`config.mk`:
```
export PLATFORM = sky130hd
export DESIGN_NAME = mem_word_assembler_flat
export DESIGN_NICKNAME = d
export VERILOG_FILES = /design/src/rtl/mem_word_assembler_pkg.sv /design/src/rtl/mem_word_assembler_if.sv /design/src/rtl/mem_word_assembler_beat_capture.sv /design/src/rtl/mem_word_assembler.sv /design/src/flat_wrapper.sv
export SDC_FILE = /design/constraint.sdc
export NUM_CORES = 1
export LEC_CHECK = 0
export BUFFER_PORTS_ARGS = -buffer_cell sky130_fd_sc_hd__buf_2
export CAP_MARGIN = 20
export CORE_ASPECT_RATIO = 1.1
export CORE_MARGIN = 3
export CORE_UTILIZATION = 29
export DETAILED_ROUTE_END_ITERATION = 10
export PLACE_DENSITY = 0.63
export REMOVE_ABC_BUFFERS = 1
export SKIP_LAST_GASP = 1
export SLEW_MARGIN = 10
export SYNTH_ARGS = -nofsm -noshare
export SYNTH_HDL_FRONTEND = slang
export SYNTH_SLANG_ARGS = --single-unit
```
`constraint.sdc`:
```
create_clock -name clk -period 3.2 [get_ports clk]
set_clock_uncertainty 0.15 [all_clocks]
set_input_delay 0.32 -clock clk [delete_from_list [all_inputs] [get_ports clk]]
set_output_delay 0.32 -clock clk [all_outputs]
set_load 0.005 [all_outputs]
```
`src/rtl/mem_word_assembler_pkg.sv`:
```
// Shared constants for the two-beat word assembler: FSM encodings and the
// default beat/address widths used by the memory module.
package mem_word_assembler_pkg;

  localparam int DEFAULT_SIZE       = 8;
  localparam int DEFAULT_ADDR_WIDTH = 16;

  localparam logic [2:0] ST_IDLE  = 3'd0;
  localparam logic [2:0] ST_REQ0  = 3'd1;
  localparam logic [2:0] ST_WAIT0 = 3'd2;
  localparam logic [2:0] ST_REQ1  = 3'd3;
  localparam logic [2:0] ST_WAIT1 = 3'd4;
  localparam logic [2:0] ST_DONE  = 3'd5;

  typedef enum logic [2:0] {
    S_IDLE  = ST_IDLE,
    S_REQ0  = ST_REQ0,
    S_WAIT0 = ST_WAIT0,
    S_REQ1  = ST_REQ1,
    S_WAIT1 = ST_WAIT1,
    S_DONE  = ST_DONE
  } state_t;

endpackage

```
`src/rtl/mem_word_assembler_if.sv`:
```
// Handshake bundle between the fetch requester / byte memory and the word
// assembler. Parity signals exist only when WORD_ASM_PARITY_EN is defined.
interface mem_word_assembler_if
  import mem_word_assembler_pkg::*;
#(
  parameter int size      = DEFAULT_SIZE,
  parameter int addrWidth = DEFAULT_ADDR_WIDTH
) ();

  logic                   start;
  logic [addrWidth-1:0]   baseAddr;
  logic                   halfSel;
  logic [addrWidth-1:0]   memAddr;
  logic                   memRead;
  logic [size-1:0]        memData;
  logic                   memValid;
  logic [2*size-1:0]      inputVal;
  logic                   sel;
  logic                   wordValid;
  logic                   busy;
`ifdef WORD_ASM_PARITY_EN
  logic                   memParity;
  logic                   parityErr;

  modport master (
    output start, baseAddr, halfSel, memData, memValid, memParity,
    input  memAddr, memRead, inputVal, sel, wordValid, busy, parityErr
  );

  modport slave (
    input  start, baseAddr, halfSel, memData, memValid, memParity,
    output memAddr, memRead, inputVal, sel, wordValid, busy, parityErr
  );
`else
  modport master (
    output start, baseAddr, halfSel, memData, memValid,
    input  memAddr, memRead, inputVal, sel, wordValid, busy
  );

  modport slave (
    input  start, baseAddr, halfSel, memData, memValid,
    output memAddr, memRead, inputVal, sel, wordValid, busy
  );
`endif

endinterface

```
`src/rtl/mem_word_assembler_beat_capture.sv`:
```
// Registers one memory beat into the low or high half of the assembled word.
// With WORD_ASM_PARITY_EN it also keeps a sticky even-parity error flag.
module beat_capture #(
  parameter int size = 8
) (
  input  logic              clk,
  input  logic              rst,
  input  logic              i_cap_en,
  input  logic              i_cap_hi,
  input  logic [size-1:0]   i_data,
`ifdef WORD_ASM_PARITY_EN
  input  logic              i_parity,
  input  logic              i_par_clr,
  output logic              o_par_err,
`endif
  output logic [2*size-1:0] o_word
);

  logic [2*size-1:0] r_word;

  always_ff @(posedge clk or posedge rst) begin
    if (rst) begin
      r_word <= '0;
    end else if (i_cap_en) begin
      if (i_cap_hi) r_word[2*size-1:size] <= i_data;
      else          r_word[size-1:0]      <= i_data;
    end
  end

  assign o_word = r_word;

`ifdef WORD_ASM_PARITY_EN
  logic w_par_bad;
  logic r_par_err;

  // Even parity: the parity bit equals the XOR of the data bits.
  assign w_par_bad = (^i_data) != i_parity;

  always_ff @(posedge clk or posedge rst) begin
    if (rst) begin
      r_par_err <= 1'b0;
    end else if (i_par_clr) begin
      r_par_err <= 1'b0;
    end else if (i_cap_en && w_par_bad) begin
      r_par_err <= 1'b1;
    end
  end

  assign o_par_err = r_par_err;
`endif

endmodule

```
`src/rtl/mem_word_assembler.sv`:
```
// Two-beat word assembler: reads base and base+1 from a byte-wide memory and
// presents {high, low} plus mux select. Optional parity: WORD_ASM_PARITY_EN.
//   state | meaning
//   IDLE  | waiting for start
//   REQ0  | low-beat read strobe out
//   WAIT0 | waiting for low beat
//   REQ1  | high-beat read strobe out
//   WAIT1 | waiting for high beat
//   DONE  | wordValid pulse
module mem_word_assembler
  import mem_word_assembler_pkg::*;
#(
  parameter int size      = DEFAULT_SIZE,
  parameter int addrWidth = DEFAULT_ADDR_WIDTH
) (
  input  logic                  clk,
  input  logic                  rst,
  mem_word_assembler_if.slave   bus
);

  state_t                 r_state;
  logic [addrWidth-1:0]   r_mem_addr;
  logic                   r_mem_read;
  logic                   r_sel;
  logic                   r_word_valid;
  logic                   r_busy;
  logic                   w_cap_en;
  logic                   w_cap_hi;
  logic [2*size-1:0]      w_word;

  assign w_cap_en = bus.memValid && (r_state == S_WAIT0 || r_state == S_WAIT1);
  assign w_cap_hi = (r_state == S_WAIT1);

  always_ff @(posedge clk or posedge rst) begin
    if (rst) begin
      r_state      <= S_IDLE;
      r_mem_addr   <= '0;
      r_mem_read   <= 1'b0;
      r_sel        <= 1'b0;
      r_word_valid <= 1'b0;
      r_busy       <= 1'b0;
    end else begin
      r_mem_read   <= 1'b0;
      r_word_valid <= 1'b0;
      case (r_state)
        S_IDLE: begin
          if (bus.start) begin
            r_mem_addr <= bus.baseAddr;
            r_sel      <= bus.halfSel;
            r_mem_read <= 1'b1;
            r_busy     <= 1'b1;
            r_state    <= S_REQ0;
          end
        end
        S_REQ0:  r_state <= S_WAIT0;
        S_WAIT0: begin
          if (bus.memValid) begin
            // Wraps modulo 2^addrWidth.
            r_mem_addr <= r_mem_addr + {{(addrWidth-1){1'b0}}, 1'b1};
            r_mem_read <= 1'b1;
            r_state    <= S_REQ1;
          end
        end
        S_REQ1:  r_state <= S_WAIT1;
        S_WAIT1: begin
          if (bus.memValid) begin
            r_word_valid <= 1'b1;
            r_state      <= S_DONE;
          end
        end
        S_DONE: begin
          r_busy  <= 1'b0;
          r_state <= S_IDLE;
        end
        default: begin
          r_busy  <= 1'b0;
          r_state <= S_IDLE;
        end
      endcase
    end
  end

`ifdef WORD_ASM_PARITY_EN
  logic w_par_clr;
  logic w_par_err;

  assign w_par_clr = (r_state == S_IDLE) && bus.start;
`endif

  beat_capture #(.size(size)) u_beat_capture (
    .clk       (clk),
    .rst       (rst),
    .i_cap_en  (w_cap_en),
    .i_cap_hi  (w_cap_hi),
    .i_data    (bus.memData),
`ifdef WORD_ASM_PARITY_EN
    .i_parity  (bus.memParity),
    .i_par_clr (w_par_clr),
    .o_par_err (w_par_err),
`endif
    .o_word    (w_word)
  );

  assign bus.memAddr   = r_mem_addr;
  assign bus.memRead   = r_mem_read;
  assign bus.inputVal  = w_word;
  assign bus.sel       = r_sel;
  assign bus.wordValid = r_word_valid;
  assign bus.busy      = r_busy;
`ifdef WORD_ASM_PARITY_EN
  assign bus.parityErr = w_par_err;
`endif

endmodule
```
`src/flat_wrapper.sv`:
```
// flat-port wrapper written by rule: the top's interface ports become plain ports
module mem_word_assembler_flat import mem_word_assembler_pkg::*;
#(
  parameter int size      = DEFAULT_SIZE,
  parameter int addrWidth = DEFAULT_ADDR_WIDTH
)
  (clk, rst, bus_start, bus_baseAddr, bus_halfSel, bus_memData, bus_memValid, bus_memAddr, bus_memRead, bus_inputVal, bus_sel, bus_wordValid, bus_busy);
  mem_word_assembler_if #(.size(size), .addrWidth(addrWidth)) bus_i ();
  input  logic clk;
  input  logic rst;
  input wire logic [$bits(bus_i.start)-1:0] bus_start;
  input wire logic [$bits(bus_i.baseAddr)-1:0] bus_baseAddr;
  input wire logic [$bits(bus_i.halfSel)-1:0] bus_halfSel;
  input wire logic [$bits(bus_i.memData)-1:0] bus_memData;
  input wire logic [$bits(bus_i.memValid)-1:0] bus_memValid;
  output wire logic [$bits(bus_i.memAddr)-1:0] bus_memAddr;
  output wire logic [$bits(bus_i.memRead)-1:0] bus_memRead;
  output wire logic [$bits(bus_i.inputVal)-1:0] bus_inputVal;
  output wire logic [$bits(bus_i.sel)-1:0] bus_sel;
  output wire logic [$bits(bus_i.wordValid)-1:0] bus_wordValid;
  output wire logic [$bits(bus_i.busy)-1:0] bus_busy;
  assign bus_i.start = bus_start;
  assign bus_i.baseAddr = bus_baseAddr;
  assign bus_i.halfSel = bus_halfSel;
  assign bus_i.memData = bus_memData;
  assign bus_i.memValid = bus_memValid;
  assign bus_memAddr = bus_i.memAddr;
  assign bus_memRead = bus_i.memRead;
  assign bus_inputVal = bus_i.inputVal;
  assign bus_sel = bus_i.sel;
  assign bus_wordValid = bus_i.wordValid;
  assign bus_busy = bus_i.busy;
  mem_word_assembler #(.size(size), .addrWidth(addrWidth)) u_core (.clk(clk), .rst(rst), .bus(bus_i));
endmodule
```
==> metrics.md <==
| Metric | Value |
|---|---|
| Outcome | `complete, but fails checks` |
| Failing checks | `negative hold slack` |
| Worst hold slack | `-0.01455 ns` |
| Largest net degree at the start of global routing | `40` |
| Effective utilization at floorplan | `29.94%` |
| Worst reg2reg endpoint | `u_core.bus.memAddr[13]` |
| Resize count post-CTS | `0` |
| Number of cells produced by synthesis | `185` |
| Number of core rows | `31` |
| Post-layout nets | `278` |
| Antenna-violating nets left | `0` |
| Cell family with most CP delay | `flip-flops` |
| Most common library cell in the layout ignoring fill and taps | `sky130_fd_sc_hd__buf_2` |
| Worst slew slack as a fraction of its limit | `52.66%` |
| Iteration count of the initial detailed-routing pass | `4` |
| Launching point of the worst reg2reg path | `u_core.r_state[1]` |
| Register clock-pin slew on the reported worst setup and hold paths | `0.08 ns` |
| Overall routing resource usage | `12.64%` |
| Half-perimeter wire length of the detailed placement result | `3.402 mm` |
| Average wire per cell in the routed design | `14.29 um` |
| Worst Slack Setup Final | `0.8101 ns` |
| Port Buffer Count | `64` |
| X dimension of the die | `84.90 um` |
| Setup repair after global routing missed its margin | `no` |
| Clock root buffer | `sky130_fd_sc_hd__clkbuf_8` |
| Highest-delay cell along the critical path | `sky130_fd_sc_hd__dfrtp_1` |
| Area Overhead vs Synth | `23.88%` |
| Area share of and/or/nand/nor cells after synthesis | `16.82%` |
| Non-filler instance count after layout | `331` |
| Delay of the slowest cell on the worst path | `0.60 ns` |
| Total of warnings raised by yosys | `0` |
| Clock Sinks | `39` |
| Total Power | `2.443 mW` |
| Count of unresolved DRC violations after routing | `0` |
| Total negative slack | `0 ns` |
| Critical path depth | `5` |
| Final hold vios | `32` |
| Worst setup slack after placement | `0.8328 ns` |
| Max-Cap Viols | `0` |
| Avg Inst Size Synth | `10.73 um2` |
| Placed Cells | `323` |
| Setup crit end | `u_core.bus.memAddr[13]` |
| Total congestion overflow after global routing | `0` |
| Die height | `92.79 um` |
| Total of hold buffers inserted after clock tree synthesis | `0` |
| VDD IR max | `412.3 uV` |
| Required time reported for the critical path endpoint | `3.22 ns` |
| Cell count of the worst reg-to-reg path | `5` |
| Vias per inst | `5.018` |
| Post-synth ARST share | `100.0%` |
| Post-synthesis share of cell area spent on full adders, half adders and majority gates | `0.6301%` |
| Pins Over Slew Limit | `0` |
| Complex-gate fraction of the synthesized area | `14.43%` |
| Critical path buffer and inverter count | `1` |
| Post-synth design cell area | `0.001986 mm2` |
| Clock network latency to the later pin of the worst-skew pair | `0.30 ns` |
| Clock tree from TritonCTS | `built` |
| Biggest fanout along the worst timing path | `25` |
| Vias in the first global route | `1,538` |
| Most frequent cells in the layout | `64 x sky130_fd_sc_hd__buf_2, 39 x sky130_fd_sc_hd__dfrtp_1, 14 x sky130_fd_sc_hd__nand2_1` |
| Share of the synthesized netlist area taken by xor and xnor gates | `0.4411%` |
| Share of Yosys cell area claimed by the top area cell type | `49.15%` |
| Share of final-layout standard cells stronger than drive strength 1 | `39.36%` |
| Critical path launch point type | `flip-flop` |
| Cell types occupying the most area after synthesis | `sky130_fd_sc_hd__dfrtp_1 49%, sky130_fd_sc_hd__mux2_2 6.2%, sky130_fd_sc_hd__mux2_4 5.3%` |
| Full die area | `0.007877 mm2` |
| Number of antenna repair diodes | `0` |
| DR iter-0 viols | `99` |
| Startpoint of the most critical setup path | `u_core.r_state[1]` |
| Portion of the post-synthesis area used by sequential elements | `49.15%` |
| Number of antenna violations at the first check in global routing | `0` |
| Predominant post-synthesis flop cell | `sky130_fd_sc_hd__dfrtp_1` |
| Vias | `1,661` |
| Endpoint type of the worst setup path | `flip-flop` |
| Global placer's final weighted congestion | `0.7660` |
| Reg2Reg Setup Slack | `0.81 ns` |
| Yosys reg bits | `39` |
| Core Region | `0.006633 mm2` |
| Fmax | `0.4184 GHz` |
| Cell leakage power | `1.122 nW` |
| Deepest level of the CTS H-tree | `2` |
| I/O pins | `65` |
| CP Class | `flip-flop to flip-flop` |
| Filler instances | `661` |
| Dominant cell type by area after synthesis | `sky130_fd_sc_hd__dfrtp_1` |
| Mux cell area share after synthesis | `13.04%` |
| Arrival time of the worst setup path | `2.41 ns` |
| Total power density per cell area | `993.0 mW/mm2` |
| Final cycle utilization of the critical path | `74.69%` |
| CTS Buffer Depth | `2` |
| Global-route wire length before repair | `7.907 mm` |
| Number of flops mapped to enable cells by yosys | `0` |
| Cell breakdown of the critical path | `mux2i_1 -> or2_1 -> clkinv_2 -> o221ai_1 -> a31oi_1` |
| Pin slew with the least headroom to its limit | `0.7063 ns` |
| Largest family of logic cells by synthesized area | `simple AND/OR/NAND/NOR gates` |
| Post CTS Setup Buffer Count | `0` |
| Final Routed Wirelength | `4.729 mm` |
| Distinct cell type count after synthesis | `42` |
| Class of the most critical hold timing path | `primary input to async pin` |
| Clock buffer count from CTS | `5` |
| Setup-failing EPs final | `0` |
| Tmin final | `2.390 ns` |
-- per-stage QoR --
step | cell area [um2] | util (%)
2_1_floorplan | 1904 | -
3_3_place_gp | 2342 | 35.31
3_5_place_dp | 2342 | 35.31
4_1_cts | 2460 | 37.09
5_1_grt | 2460 | 37.09
6_report | 2460 | 37.09
-- cells by family (layout without fill, tap and decap cells) --
| group | Yosys count | count (layout) |
|---|---|---|
| multiplexers | 21 | 21 |
| adder cells (fa/ha/maj) | 1 | 1 |
| AND/OR/NAND/NOR | 60 | 60 |
| buffers and inverters | 17 | 81 |
| AO/OA/AOI/OAI | 46 | 46 |
| XOR/XNOR | 1 | 1 |
| flip-flops | 39 | 39 |
-- Yosys cell counts (2+ instances only) --
master / instances
sky130_fd_sc_hd__nand4_1: 3
sky130_fd_sc_hd__nand2_1: 14
sky130_fd_sc_hd__nand2b_1: 2
sky130_fd_sc_hd__o32ai_1: 2
sky130_fd_sc_hd__or4_1: 4
sky130_fd_sc_hd__dfrtp_1: 39
sky130_fd_sc_hd__mux2i_1: 3
sky130_fd_sc_hd__o22ai_1: 4
sky130_fd_sc_hd__o21ai_1: 2
sky130_fd_sc_hd__nand3_1: 9
sky130_fd_sc_hd__nor3_1: 5
sky130_fd_sc_hd__a21oi_1: 13
sky130_fd_sc_hd__o21ai_0: 9
sky130_fd_sc_hd__mux2_2: 11
sky130_fd_sc_hd__buf_2: 4
sky130_fd_sc_hd__mux2_4: 7
sky130_fd_sc_hd__a2bb2oi_1: 3
sky130_fd_sc_hd__a31oi_1: 4
sky130_fd_sc_hd__nor2_1: 8
sky130_fd_sc_hd__clkbuf_1: 2
sky130_fd_sc_hd__nor2b_1: 2
sky130_fd_sc_hd__inv_1: 6
sky130_fd_sc_hd__nor4_1: 3
sky130_fd_sc_hd__or3_1: 2
sky130_fd_sc_hd__a211oi_1: 4
sky130_fd_sc_hd__buf_6: 3
sky130_fd_sc_hd__or2_1: 2
-- state kept, by name (all words and copies together), names as in the netlist --
name                          count
u_core.bus.busy                   1
u_core.bus.memAddr               16
u_core.bus.memRead                1
u_core.bus.sel                    1
u_core.bus.wordValid              1
u_core.r_state                    3
u_core.u_beat_capture.o_word     16
-- where the power goes --
part	total, mW	switching (mW)	internal (mW)	leakage (nW)
combinational	1.04	0.514	0.523	0.601
sequential	0.976	0.244	0.732	0.460
clock	0.430	0.178	0.252	0.0612
-- metal layers --
metal / vias up / GRT usage (%) / routed length (um)
met5: - / 0 / 0
met4: 0 / 3.562 / 59
met3: 6 / 4.359 / 369
met2: 61 / 20.10 / 2232
met1: 786 / 16.30 / 2067
li1: 808 / - / -
-- worst min-delay path by stage --
stage,start,endpoint,cells past startpoint
2_1_floorplan,bus_memData[0],u_core.u_beat_capture.o_word[0],1
3_3_place_gp,rst,u_core.u_beat_capture.o_word[0],3
3_5_place_dp,rst,u_core.u_beat_capture.o_word[0],3
4_1_cts,rst,u_core.u_beat_capture.o_word[12],3
5_1_grt,rst,u_core.u_beat_capture.o_word[12],3
6_report,rst,u_core.u_beat_capture.o_word[0],3
-- worst register-to-register path, stage by stage (launching register included) --
cell and delay, ns:
sky130_fd_sc_hd__dfrtp_1 0.60, sky130_fd_sc_hd__mux2i_1 0.36, sky130_fd_sc_hd__or2_1 0.40, sky130_fd_sc_hd__clkinv_2 0.39, sky130_fd_sc_hd__o221ai_1 0.30, sky130_fd_sc_hd__a31oi_1 0.06
-- layout make-up --
cell class	count	area, um2	area share [%]
flip-flops and latches	39	975.9	39.67
multi-input cells	129	900.9	36.62
repair buffers	66	335.3	13.63
well taps	82	102.6	4.171
clock buffers	6	82.58	3.357
clock inverters	2	35.03	1.424
inverters	7	27.53	1.119
(Power assumes the default switching activity.)
